===== src/rtl/voice_mixer_pkg.sv =====
// Shared types and constants for the voice mixer: FSM state encoding,
// default geometry and the accumulator width derivation.
package voice_mixer_pkg;

  typedef enum logic [1:0] {
    IDLE  = 2'd0,
    FETCH = 2'd1,
    DRAIN = 2'd2,
    OUT   = 2'd3
  } state_t;

  localparam int DEF_NUM_VOICES = 8;
  localparam int DEF_SAMPLE_W   = 16;

  // Enough headroom that summing num_voices full-scale samples never wraps.
  function automatic int acc_width(input int sample_w, input int num_voices);
    return sample_w + $clog2(num_voices);
  endfunction

endpackage


===== src/rtl/mix_saturate.sv =====
// Converts the wide mix accumulator to an output sample. With
// VOICE_MIXER_SAT_EN defined the sum is clamped; otherwise it is averaged.
module mix_saturate
  import voice_mixer_pkg::*;
#(
  parameter int NUM_VOICES = DEF_NUM_VOICES,
  parameter int SAMPLE_W   = DEF_SAMPLE_W,
  parameter int ACC_W      = acc_width(DEF_SAMPLE_W, DEF_NUM_VOICES)
) (
  input  logic [ACC_W-1:0]    acc,
  output logic [SAMPLE_W-1:0] sample
);

`ifdef VOICE_MIXER_SAT_EN
  localparam logic signed [ACC_W-1:0] MAX_VAL =
    {{(ACC_W-SAMPLE_W+1){1'b0}}, {(SAMPLE_W-1){1'b1}}};
  localparam logic signed [ACC_W-1:0] MIN_VAL = ~MAX_VAL;

  always_comb begin
    sample = acc[SAMPLE_W-1:0];
    if ($signed(acc) > MAX_VAL)      sample = MAX_VAL[SAMPLE_W-1:0];
    else if ($signed(acc) < MIN_VAL) sample = MIN_VAL[SAMPLE_W-1:0];
  end
`else
  localparam int SHIFT = $clog2(NUM_VOICES);

  // Arithmetic shift right by log2(N) is exactly the top SAMPLE_W bits.
  assign sample = acc[ACC_W-1:SHIFT];
`endif

endmodule


===== src/rtl/voice_mixer.sv =====
// Voice mixer: on each sample_tick fetches NUM_VOICES samples, sums them and
// presents the mix on a valid/ready output. Output conversion depends on VOICE_MIXER_SAT_EN.
module voice_mixer
  import voice_mixer_pkg::*;
#(
  parameter int NUM_VOICES = DEF_NUM_VOICES,
  parameter int SAMPLE_W   = DEF_SAMPLE_W
) (
  input  logic                          clk,
  input  logic                          reset,
  input  logic                          sample_tick,
  output logic                          voice_rd,
  output logic [$clog2(NUM_VOICES)-1:0] voice_idx,
  input  logic [SAMPLE_W-1:0]           voice_sample,
  output logic [SAMPLE_W-1:0]           out_sample,
  output logic                          out_valid,
  input  logic                          out_ready,
  output logic                          overrun
);

  localparam int IDX_W = $clog2(NUM_VOICES);
  localparam int ACC_W = acc_width(SAMPLE_W, NUM_VOICES);
  localparam logic [IDX_W-1:0] LAST_IDX = IDX_W'(NUM_VOICES - 1);

  state_t           state, state_next;
  logic [IDX_W-1:0] cnt;
  logic             add_en;
  logic [ACC_W-1:0] acc, acc_sum;
  logic [SAMPLE_W-1:0] mix_out;
  logic             handshake;
  logic             last_idx;

  assign handshake = out_valid & out_ready;
  assign last_idx  = (cnt == LAST_IDX);
  assign voice_rd  = (state == FETCH);
  assign voice_idx = voice_rd ? cnt : '0;

  // Samples arrive one cycle after their index, so the final add lands in DRAIN.
  assign acc_sum = acc + {{(ACC_W-SAMPLE_W){voice_sample[SAMPLE_W-1]}}, voice_sample};

  always_comb begin
    // NOTE: every combinational output gets a default first so no latch is inferred.
    state_next = state;
    unique case (state)
      IDLE:  if (sample_tick) state_next = FETCH;
      FETCH: if (last_idx)    state_next = DRAIN;
      DRAIN:                  state_next = OUT;
      OUT:   if (handshake)   state_next = IDLE;
      default:                state_next = IDLE;
    endcase
  end

  // NOTE: sequential state uses non-blocking assignments so all registers
  // update together from the values sampled at the same edge.
  always_ff @(posedge clk) begin
    if (reset) begin
      state      <= IDLE;
      cnt        <= '0;
      add_en     <= 1'b0;
      acc        <= '0;
      out_sample <= '0;
      out_valid  <= 1'b0;
      overrun    <= 1'b0;
    end else begin
      state  <= state_next;
      add_en <= voice_rd;
      cnt    <= (voice_rd && !last_idx) ? cnt + 1'b1 : '0;

      if (state == IDLE && sample_tick) acc <= '0;
      else if (add_en)                  acc <= acc_sum;

      if (state == DRAIN) begin
        out_sample <= mix_out;
        out_valid  <= 1'b1;
      end else if (handshake) begin
        out_valid  <= 1'b0;
      end

      if (sample_tick && state != IDLE) overrun <= 1'b1;
    end
  end

  mix_saturate #(
    .NUM_VOICES(NUM_VOICES),
    .SAMPLE_W  (SAMPLE_W),
    .ACC_W     (ACC_W)
  ) u_mix_saturate (
    .acc   (acc_sum),
    .sample(mix_out)
  );

endmodule


===== config.mk =====
export PLATFORM = sky130hd
export DESIGN_NAME = voice_mixer
export DESIGN_NICKNAME = d
export VERILOG_FILES = /design/src/rtl/voice_mixer_pkg.sv /design/src/rtl/mix_saturate.sv /design/src/rtl/voice_mixer.sv
export SDC_FILE = /design/constraint.sdc
export NUM_CORES = 1
export LEC_CHECK = 0
export BUFFER_PORTS_ARGS = -buffer_cell sky130_fd_sc_hd__buf_2
export CAP_MARGIN = 20
export CELL_PAD_IN_SITES_DETAIL_PLACEMENT = 1
export CELL_PAD_IN_SITES_GLOBAL_PLACEMENT = 1
export CORE_MARGIN = 3
export CORE_UTILIZATION = 30
export DETAILED_ROUTE_END_ITERATION = 6
export HOLD_SLACK_MARGIN = 0.03
export PLACE_DENSITY = 0.68
export SETUP_SLACK_MARGIN = 0.05
export SLEW_MARGIN = 20
export SYNTH_ARGS = -nofsm -noshare
export SYNTH_HDL_FRONTEND = slang
export SYNTH_SLANG_ARGS = --single-unit

===== constraint.sdc =====
create_clock -name clk -period 3.3 [get_ports clk]
set_clock_uncertainty 0.2 [all_clocks]
set_input_delay 0.66 -clock clk [delete_from_list [all_inputs] [get_ports clk]]
set_output_delay 0.66 -clock clk [all_outputs]
set_load 0.03 [all_outputs]

# ---- Yosys cells after proc, flatten, opt, wreduce, memory -nomap -nowiden
# Index checks and enable logic that the tools add are counted.
dict set report totals {
  wordCells 35
  register_bits 43
  in_bits 20
  output_inout_bits 22
}
dict set report op_classes {
  eq_ne 7
  n_mux 7
  addsub 2
  reduce_logical 10
  bitwise_logic 2
}
# op count
set op_table {}
lappend op_table {{$add A19 B19 Y19} 1}
lappend op_table {{$pmux W2 S4} 1}
lappend op_table {{$mux W2} 3}
lappend op_table {{$eq A2 B2 Y1 const B} 2}
lappend op_table {{$ne A2 B2 Y1 const B} 2}
lappend op_table {{$reduce_bool A2 Y1} 2}
lappend op_table {{$reduce_or A2 Y1} 2}
lappend op_table {{$add A3 B1 Y3 const B} 1}
lappend op_table {{$eq A3 B3 Y1 const B} 1}
lappend op_table {{$logic_and A1 B1 Y1} 3}
lappend op_table {{$mux W3} 1}
lappend op_table {{$reduce_and A3 Y1} 1}
lappend op_table {{$eq A2 B1 Y1 const B} 1}
lappend op_table {{$logic_not A2 Y1} 1}
lappend op_table {{$mux W1} 2}
lappend op_table {{$ne A2 B1 Y1 const B} 1}
lappend op_table {{$and A1 B1 Y1} 1}
lappend op_table {{$logic_not A1 Y1} 1}
lappend op_table {{$not A1 Y1} 1}

# ---- Logic depth before layout (Yosys ltp)
dict set report depth {
  depth_word 5
  ltp_mapped 9
  ltp_nobuf 9
}

# ---- Hierarchy
# A second synthesis with hierarchy kept.
dict set report unflattened {
  hier_cells 325
  area_unflattened_um2 2806.4
}
# mod n_inst seq_area_each_um2 area_per_inst_um2 cells_per_inst
set modules_own_cells {}
lappend modules_own_cells {voice_mixer 1 860.8 2686.3 309}
lappend modules_own_cells {mix_saturate 1 0.0 120.1 16}

# ---- Worst setup path before layout
# Ideal clock, no wire load.
dict set report synth_timing {
  path_kind {in2reg}
  startpoint {input port voice_sample[0]}
  endpoint {register acc[16]}
  setup_time_ns 0.117
  slack_ns 0.712
  t_required_ns 2.983
  stages 9
  arrival_ns 2.271
  n_path_buf 0
  cell_sequence {ha_1 > inv_1 > fa_1 > nand2b_1 > a21oi_1 > o21ai_1 > o221ai_1 > xor2_1 > a22o_1}
}
dict set report synth_via {
  elab_chain_cells 1
}
# item line
set synth_lines {}
lappend synth_lines {{from (decl)} voice_mixer.sv:14} ;# input logic [SAMPLE_W-1:0] voice_sample,
lappend synth_lines {{$add A19 B19 Y19} voice_mixer.sv:39} ;# assign acc_sum = acc + {{(ACC_W-SAMPLE_W){voice_sample[SAMPLE_W-1]}}, voice_sample};
lappend synth_lines {{to (signal assigned)} voice_mixer.sv:70} ;# else if (add_en) acc <= acc_sum;
lappend synth_lines {{to (decl)} voice_mixer.sv:28} ;# logic [ACC_W-1:0] acc, acc_sum;
# No other way between the ends.
# A chain may end at the register's enable or synchronous reset.

# ---- Final worst setup path
# Same ends and word-level chain as after synthesis.

==> key figures <==
Run status
  • Status: finished, final reports clean

Routing
  • Detailed router's first-iteration violation count: 65
  • Routed len/inst: 16.64 um
  • Drt total wl: 7.720 mm
  • Drt first pass iters: 4
  • Via Count: 2458
  • DRT antenna net count: 0
  • Vias per cell: 5.297
  • # DRC: 0

Layout
  • Ratio of cells with drive above 1 in the final layout: 16.01%
  • Filler cell count: 1073
  • Fin area: 3088 um2
  • Area Overhead vs Synth: 13.47%
  • Ant diodes: 0
  • Final net count: 400

STA
  • Hold_ws: 0.2616 ns
  • Slew Limit Fails: 0
  • Fmax achieved: 0.3758 GHz
  • Sum Neg Setup Slack: 0 ns
  • Final hold violations: 0
  • Fin crit period: 2.661 ns
  • Relative slew slack: 57.99%
  • Worst-Margin Slew: 0.6260 ns
  • PnR worst setup slack: 0.6388 ns
  • Setup Viol. Count Final: 0
  • RSZ-0062 raised after global routing: no
  • Tcrit/Tclk final: 80.64%

Synth
  • Post-synthesis cell type with the largest combined area: dfxtp_1
  • Synth unique cells: 53
  • FFs w/ async S/R, synth: 0%
  • Avg Inst Size Synth: 8.478 um2
  • Main combinational cell family by area after synthesis: simple AND/OR/NAND/NOR gates
  • Proportion of netlist area held by the largest area contributor: 31.63%
  • Post-Syn Nets: 366
  • Post-Synth XOR/XNOR Area: 4.506%
  • Seq/Total Area, Yosys: 31.63%
  • Top-count cell post-synth: dfxtp_1
  • Synthesized area: 2721 um2
  • EDFF count, synth: 0
  • Multiplexer share of the synthesized area: 6.253%
  • Compound-gate portion of the synthesized area: 19.13%
  • Register bit total from synthesis: 43
  • Commonest cells in the netlist: dfxtp_1 (43), nor2_1 (34), nand2_1 (30)
  • Syn Inst Count: 321
  • Primary FF master, synth: dfxtp_1
  • Synth Area in Simple Gates: 20.18%
  • Yosys warns: 0
  • Area contributors post-synth: dfxtp_1 (32%), ha_1 (11%), mux2i_1 (6.3%)
  • Post-Synth Adder-Cell Area: 11.77%

Clocking
  • Skew-Pair Late Insertion Delay: 0.31 ns
  • CTS buffer count: 5
  • Setup Buffers After CTS: 0
  • CTS tree: done
  • Worst-path clk slew: 0.09 ns
  • Clock sink count: 43
  • Cts repair resizes: 0
  • H-tree levels: 2
  • Maximum root-to-sink buffer count: 2
  • CTS Root Cell: clkbuf_8
  • CTS Hold Bufs: 0

Critical path
  • Worst path slowest cell: fa_1
  • CP endpoint kind: flip-flop
  • Worst path max stage delay: 0.40 ns
  • Critical Path RT: 3.31 ns
  • Arrival time at the worst endpoint: 2.68 ns
  • Worst setup SP type: primary input
  • Critical path class: primary input to flip-flop
  • Critical Path Fanout Max: 4
  • Delay-heaviest family, CP: compound AO/OA/AOI/OAI gates
  • Worst Path Buf+Inv: 2
  • CP Cell Sequence: buf_2 -> ha_1 -> inv_1 -> fa_1 -> nand2b_1 -> a21oi_1 -> o21ai_1 -> o221ai_1 -> xor2_1 -> a22o_1

Die
  • Die Footprint: 10250 um2
  • Die X: 101.2 um
  • Core Box Area: 8763 um2
  • # rows: 34
  • Die Y-Extent: 101.2 um
  • IO Pins: 42
  • Initial Util: 31.05%

Global route
  • Gr ovfl total: 0
  • Largest net degree at the start of global routing: 29
  • Total track usage: 16.02%
  • Vias in the first global route: 2577
  • Initial antenna violation count: 0
  • First-pass GRT wire length: 12.95 mm

Placed design
  • DP Worst Slack: 0.3169 ns
  • Routability Congestion: 0.8664
  • Post-DP Area: 2955 um2
  • Post-DP HPWL: 6.077 mm
  • Port Buffers: 41

Hold path
  • Hold Crit Class: flip-flop to flip-flop

Pwr
  • Peak supply drop: 0.0002243 V
  • Sequential share of power: 33.6%
  • Clock group share of total power: 25.1%
  • Switching power share of the total: 39.85%
  • Comb power frac: 41.3%
  • Internal power: 1209 uW
  • Leak: 0.001356 uW
  • P_sw: 800.8 uW
  • Pwr dens: 650.8 nW/um2
  • Total Power: 2010 uW

Run
  • Max-cap violations: 0
worst register-to-register path: cells and delay by family (launching register included):
family                   cells  cell delay (ns)
AO/OA/AOI/OAI                4             0.98
adder cells (fa/ha/maj)      2             0.59
flip-flops                   1             0.34
AND/OR/NAND/NOR              1             0.18
XOR/XNOR                     1             0.14
buffers and inverters        1             0.06
final cells by class:
class,instances,area (um2),area share (%)
repair buffers,45,235.2,7.618
clock inverters,2,60.06,1.945
multi-input cells,249,1683,54.50
flip-flops and latches,43,860.8,27.88
well taps,108,135.1,4.376
inverters,11,41.29,1.337
clock buffers,6,72.57,2.350
logic make-up after synthesis:
| kind of cell | count (synthesis) |
|---|---|
| muxes | 17 |
| DFF | 43 |
| and+or+nand+nor | 115 |
| xor gates and xnor gates | 14 |
| adders and majority gates | 25 |
| AOI/OAI and AO/OA | 78 |
| buffers and inverters | 29 |
layer usage:
layer / up-vias / track usage (%) / part of all wire [%]
li1: 1221 / - / -
met1: 1183 / 20.92 / 47
met2: 45 / 26.96 / 48
met3: 9 / 3.719 / 4.3
met4: 0 / 3.476 / 1.2
met5: - / 0 / 0
power by group through the flow:
stage                     clock (uW)  sequential, uW  combinational, uW
after CTS                        517             678                839
after detailed placement           0             689                838
final                            504             676                830
after global routing             539             691                931
after global placement             0             685                816
after floorplan                    0             775                543
metrics by stage:
step | std cells | util [%]
after global placement | 456 | 33.72
after detailed placement | 456 | 33.72
after global routing | 464 | 35.24
after floorplan | 321 | -
after CTS | 464 | 35.24
final | 464 | 35.24
flip-flops by register name, summed over array words and instances, names as in the netlist:
signal      flops
acc            19
add_en          1
cnt             3
out_sample     16
out_valid       1
overrun         1
state           2
final timing paths:
| path | startpoint | to | slack, ns | depth (start not counted) |
|---|---|---|---|---|
| setup / recovery | voice_sample[0] | acc[16] | 0.64 | 10 |
| hold / removal | cnt[0] | cnt[0] | 0.26 | 1 |
| setup reg to reg | acc[0] | acc[16] | 0.72 | 9 |
| hold reg to reg | cnt[0] | cnt[0] | 0.26 | 1 |
layout by cell type (no fill, tap or decap), types with 3 or more instances in the layout:
master,netlist,final
or3_1,3,3
nor2b_1,3,3
o22ai_1,4,4
a22o_1,6,6
buf_2,1,41
a21oi_1,25,25
nand2_1,30,30
nand3_1,10,10
and2_1,7,7
buf_4,2,4
clkbuf_8,0,5
nand4_1,7,7
mux2i_1,17,17
xor2_1,6,6
a31oi_1,3,3
o21ai_1,3,3
o21bai_1,3,3
ha_1,24,24
xnor2_1,8,8
o21ai_0,10,10
dfxtp_1,43,43
nand2b_1,5,5
nor3_1,7,7
nor2_1,34,34
inv_1,10,10
Power figures use the tool's default switching activity.
